**src/rtl/gate_route_check.sv**
```systemverilog
// -----------------------------------------------------------------------------
// gate_route_check
//
// Per-source route-capability gate. The host fills a table of allowed-port
// bitmasks, one entry per source. Each incoming route request is checked
// against its source's entry. The result is held in a single output register
// with a valid/ready handshake. Denied requests are flagged and counted in a
// saturating counter.
//
// Ports
//   aclk        clock
//   areset      asynchronous active-high reset
//   cap_we      host capability write strobe (one cycle, always accepted)
//   cap_idx     entry to write (values >= N_DESTS are ignored)
//   cap_mask    allowed-port bitmask for the entry (bit p = port p permitted)
//   cap_clear   zero every entry (deny-all); takes priority over cap_we
//   req_valid   route request valid
//   req_ready   route request accepted when req_valid & req_ready
//   req_src     requesting source index
//   req_port    requested user-logic port
//   resp_valid  lookup result valid
//   resp_ready  downstream accepts the result
//   resp_port   echoed port of the request
//   resp_grant  1 = permitted, 0 = denied
//   deny_cnt    saturating count of denied requests (cleared only by areset)
// -----------------------------------------------------------------------------
module gate_route_check #(
  parameter  int N_DESTS = 4,
  parameter  int N_PORTS = 4,
  parameter  int CNT_W   = 16,
  localparam int IDX_W   = (N_DESTS > 1) ? $clog2(N_DESTS) : 1,
  localparam int PORT_W  = (N_PORTS > 1) ? $clog2(N_PORTS) : 1
) (
  input  logic               aclk,
  input  logic               areset,
  input  logic               cap_we,
  input  logic [IDX_W-1:0]   cap_idx,
  input  logic [N_PORTS-1:0] cap_mask,
  input  logic               cap_clear,
  input  logic               req_valid,
  output logic               req_ready,
  input  logic [IDX_W-1:0]   req_src,
  input  logic [PORT_W-1:0]  req_port,
  output logic               resp_valid,
  input  logic               resp_ready,
  output logic [PORT_W-1:0]  resp_port,
  output logic               resp_grant,
  output logic [CNT_W-1:0]   deny_cnt
);

  // capability table
  logic [N_PORTS-1:0] cap_q [N_DESTS];

  // output register and counter
  logic              resp_valid_q, resp_valid_d;
  logic [PORT_W-1:0] resp_port_q,  resp_port_d;
  logic              resp_grant_q, resp_grant_d;
  logic [CNT_W-1:0]  deny_cnt_q,   deny_cnt_d;

  logic               accept;
  logic [N_PORTS-1:0] row;
  logic               lookup_grant;

  assign req_ready = ~resp_valid_q | resp_ready;
  assign accept    = req_valid & req_ready;

  // Row select and bit select are written as compare loops so an
  // out-of-range source or port naturally yields 0 (deny) without ever
  // indexing past the end of the table.
  always_comb begin
    row = '0;
    for (int i = 0; i < N_DESTS; i++) begin
      if (int'(req_src) == i) row = cap_q[i];
    end
  end

  always_comb begin
    lookup_grant = 1'b0;
    for (int p = 0; p < N_PORTS; p++) begin
      if (int'(req_port) == p) lookup_grant = row[p];
    end
  end

  // Table update. The lookup above reads cap_q before this edge, so a
  // same-cycle write to the requested entry is seen by the next request.
  always_ff @(posedge aclk or posedge areset) begin
    if (areset) begin
      for (int i = 0; i < N_DESTS; i++) cap_q[i] <= '0;
    end else if (cap_clear) begin
      for (int i = 0; i < N_DESTS; i++) cap_q[i] <= '0;
    end else if (cap_we) begin
      for (int i = 0; i < N_DESTS; i++) begin
        if (int'(cap_idx) == i) cap_q[i] <= cap_mask;
      end
    end
  end

  always_comb begin
    resp_valid_d = resp_valid_q;
    resp_port_d  = resp_port_q;
    resp_grant_d = resp_grant_q;
    deny_cnt_d   = deny_cnt_q;
    if (accept) begin
      resp_valid_d = 1'b1;
      resp_port_d  = req_port;
      resp_grant_d = lookup_grant;
      if (!lookup_grant && (deny_cnt_q != '1)) deny_cnt_d = deny_cnt_q + 1'b1;
    end else if (resp_ready) begin
      resp_valid_d = 1'b0;
    end
  end

  always_ff @(posedge aclk or posedge areset) begin
    if (areset) begin
      resp_valid_q <= 1'b0;
      resp_port_q  <= '0;
      resp_grant_q <= 1'b0;
      deny_cnt_q   <= '0;
    end else begin
      resp_valid_q <= resp_valid_d;
      resp_port_q  <= resp_port_d;
      resp_grant_q <= resp_grant_d;
      deny_cnt_q   <= deny_cnt_d;
    end
  end

  assign resp_valid = resp_valid_q;
  assign resp_port  = resp_port_q;
  assign resp_grant = resp_grant_q;
  assign deny_cnt   = deny_cnt_q;

endmodule

```
**config.mk**
```make
export PLATFORM = sky130hd
export DESIGN_NAME = gate_route_check
export DESIGN_NICKNAME = d
export VERILOG_FILES = /design/src/rtl/gate_route_check.sv
export SDC_FILE = /design/constraint.sdc
export NUM_CORES = 1
export LEC_CHECK = 0
export ABC_AREA = 1
export BUFFER_PORTS_ARGS = -buffer_cell sky130_fd_sc_hd__buf_2
export CORE_MARGIN = 2
export CORE_UTILIZATION = 45
export CTS_CLUSTER_SIZE = 8
export DETAILED_ROUTE_END_ITERATION = 16
export GPL_ROUTABILITY_DRIVEN = 0
export PLACE_DENSITY = 0.67
export SLEW_MARGIN = 20
export SYNTH_ARGS = -nofsm -noshare
export SYNTH_HDL_FRONTEND = slang
export SYNTH_SLANG_ARGS = --single-unit
```
**constraint.sdc**
```tcl
create_clock -name aclk -period 1.9 [get_ports aclk]
set_input_delay 0.095 -clock aclk [delete_from_list [all_inputs] [get_ports aclk]]
set_output_delay 0.095 -clock aclk [all_outputs]
set_load 0.005 [all_outputs]
```
==> run summary <==
Synthesized Nets: 268
Final Max Tran Viols: 0
Die Area: 5137 um^2
warnings from Yosys: 0
Antenna Nets Post-Route: 0
power density over the cells: 763.6 nW/um^2
critical path class: flip-flop to flip-flop
total negative setup slack: 0 ns
fin worst setup slack: 0.2256 ns
Crit Path Max Fanout: 11
startpoint types: flip-flop
sequential area share after synthesis: 43.72%
Reg clk slew, reported paths: 0.07 ns
ANT cells: 0
drt pass-1 iters: 4
Die X: 71.67 um
DR vias/cell: 5.006
gr usage total: 19.11%
Tcrit/Tclk final: 88.13%
worst-margin pin slew: 0.4600 ns
row cnt: 24
first-pass GRT wire length: 7728 um
status: finished, final reports clean
placed cell areas: 2301 um^2
Worst path max stage delay: 0.40 ns
total I/O pin count: 37
CTS tree: built
Synth Area per Inst: 8.210 um^2
Worst VDD drop: 0.6041 mV
Fmax: 597.2 MHz
number of global-route vias before repair: 1724
share of layout cells above drive strength 1: 28.96%
Cells after Synth: 251
core area: 4384 um^2
initial antenna violation count: 0
critical path, cell by cell: ha_2, clkinv_1, nor2_2, nand2_1, inv_2, nand3_4, buf_4, nand4_1, nand2_1
CP bufs+invs: 3
CP required: 2.08 ns
Yosys reg bits: 36
ranking of synthesized cells by area: dfrtp_1 (44%), nand2_1 (12%), mux2_2 (6.6%), nand4_1 (6.1%), nor2_1 (4.2%)
top cell type's share of synthesized area: 43.72%
Synth Cell Area: 2061 um^2
commonest non-fill, non-tap cells in the layout: nand2_1 (65), buf_2 (36), dfrtp_1 (35), nor2_1 (23), inv_1 (22)
Slew HR: 69.33%
Slowest cell on crit path: dfrtp_1
final net count: 313
R2R Path Start: deny_cnt[1]
# DRC: 0
Layout area overhead: 17.55%
GRT overflow: 0
Synth area leader: dfrtp_1
PortBufs: 36
clock latency on the worst-skew pair: 0.29 ns
asr flop ratio synth: 100.0%
Netlist cell types: 25
unrepaired setup endpoints after global routing: no
clock buffer depth: 2
pin count of the biggest net entering global routing: 37
total CTS buffers: 5
drt wl/cell: 12.51 um
clock sinks: 36
DRT iter0 DRCs: 133
commonest non-fill, non-tap cell in the layout: nand2_1
Tightest Hold Check Type: primary input to flip-flop
max cap viols: 0
post-layout min period: 1.674 ns
Post-Route WL: 4366 um
Tot Pwr: 1.850 mW
Crit path top cell by count: nand2_1
crit path capture type: flip-flop
filler instances: 419
Post-DP HPWL: 3207 um
design area: 2422 um^2
Initial Util: 47.00%
crit path DAT: 1.86 ns
Crit path max-delay family: simple AND/OR/NAND/NOR gates
final hold vios: 0
hold path startpoint: req_valid
skew final: 0.009916 ns
Die Ht: 71.67 um
number of synthesized flops with an enable pin: 0
Final Setup Violations: 0
leak pwr: 1.254 nW
CP startpoint: deny_cnt[1]
vias: 1747
Root Driver: clkbuf_8
Setup WS pre-CTS: 0.1850 ns
H-tree levels: 2
Post-synth top flop: dfrtp_1
==> routing by layer <==
metal / up-vias / global-route usage, % / wire length, um
met4: 0 / 7.757 / 67
met3: 6 / 4.782 / 180
li1: 910 / - / -
met5: - / 0 / 0
met1: 801 / 24.19 / 2010
met2: 30 / 31.28 / 2108
==> metrics by stage <==
stage          hold WS (ns)  utilization [%]  std cells
6_report            0.04683            55.25        349
5_1_grt             0.04536            55.25        349
4_1_cts             0.03281            54.77        347
3_5_place_dp         0.2245            52.48        338
3_3_place_gp         0.2261            52.48        338
2_1_floorplan        0.2366                -        251
==> layout make-up <==
class                           instances  area, um^2  area share (%)
Multi-Input combinational cell        184        1032           42.61
Sequential cell                        36       902.1           37.24
Timing Repair Buffer                   43       235.2           9.711
Inverter                               26       97.59           4.029
Clock buffer                            8       90.09           3.719
Tap cell                               52       65.06           2.686
==> power breakdown <==
group,internal (mW),switching [mW],leakage [nW]
clock,0.296,0.257,0.0455
combinational,0.169,0.210,0.740
sequential,0.845,0.0722,0.469
==> logic make-up after synthesis <==
| logic type | Yosys count | share of synthesized area, % |
|---|---|---|
| muxes | 12 | 6.557 |
| buffers and inverters | 32 | 6.800 |
| xor gates and xnor gates | 11 | 4.676 |
| adders and majority gates | 1 | 0.6071 |
| and+or+nand+nor | 145 | 33.51 |
| AOI/OAI and AO/OA | 14 | 4.129 |
| DFF | 36 | 43.72 |
==> path summary, 6_finish.rpt <==
path	slack, ns	end	depth (start not counted)
hold / removal	0.05	resp_valid	3
setup / recovery	0.23	deny_cnt[13]	9
hold reg to reg	0.51	cap_q[10]	1
max in group asynchronous	1.09	deny_cnt[0]	4
min in group asynchronous	0.45	deny_cnt[14]	4
setup reg to reg	0.23	deny_cnt[13]	9
==> cell usage after synthesis, drive strengths merged (2+ instances only) <==
library cell  count
mux2             12
nand4            20
nor3              3
buf               4
xnor2             3
nor2             26
inv              25
a21oi             6
nand3            18
nand2            78
xor2              8
o21ai             8
clkbuf            2
dfrtp            36
==> what timing repair did <==
action | 4_1_cts | 5_1_grt
endpoints found under the setup margin | 0 | 16
hold endpoints to repair | 36 | 0
resized for setup | 0 | 2
hold buffers | 1 | 0
buffers inserted | 0 | 1
==> registers in the layout (all words and copies together) (netlist names) <==
| name | flops |
|---|---|
| cap_q | 16 |
| resp_valid | 1 |
| resp_grant | 1 |
| resp_port | 2 |
| deny_cnt | 16 |
==> worst min-delay path, stage by stage <==
cell	delay, ns
buf_2	0.07
inv_1	0.06
nand2_1	0.07
Note: power is estimated with default switching activity, not from simulation.
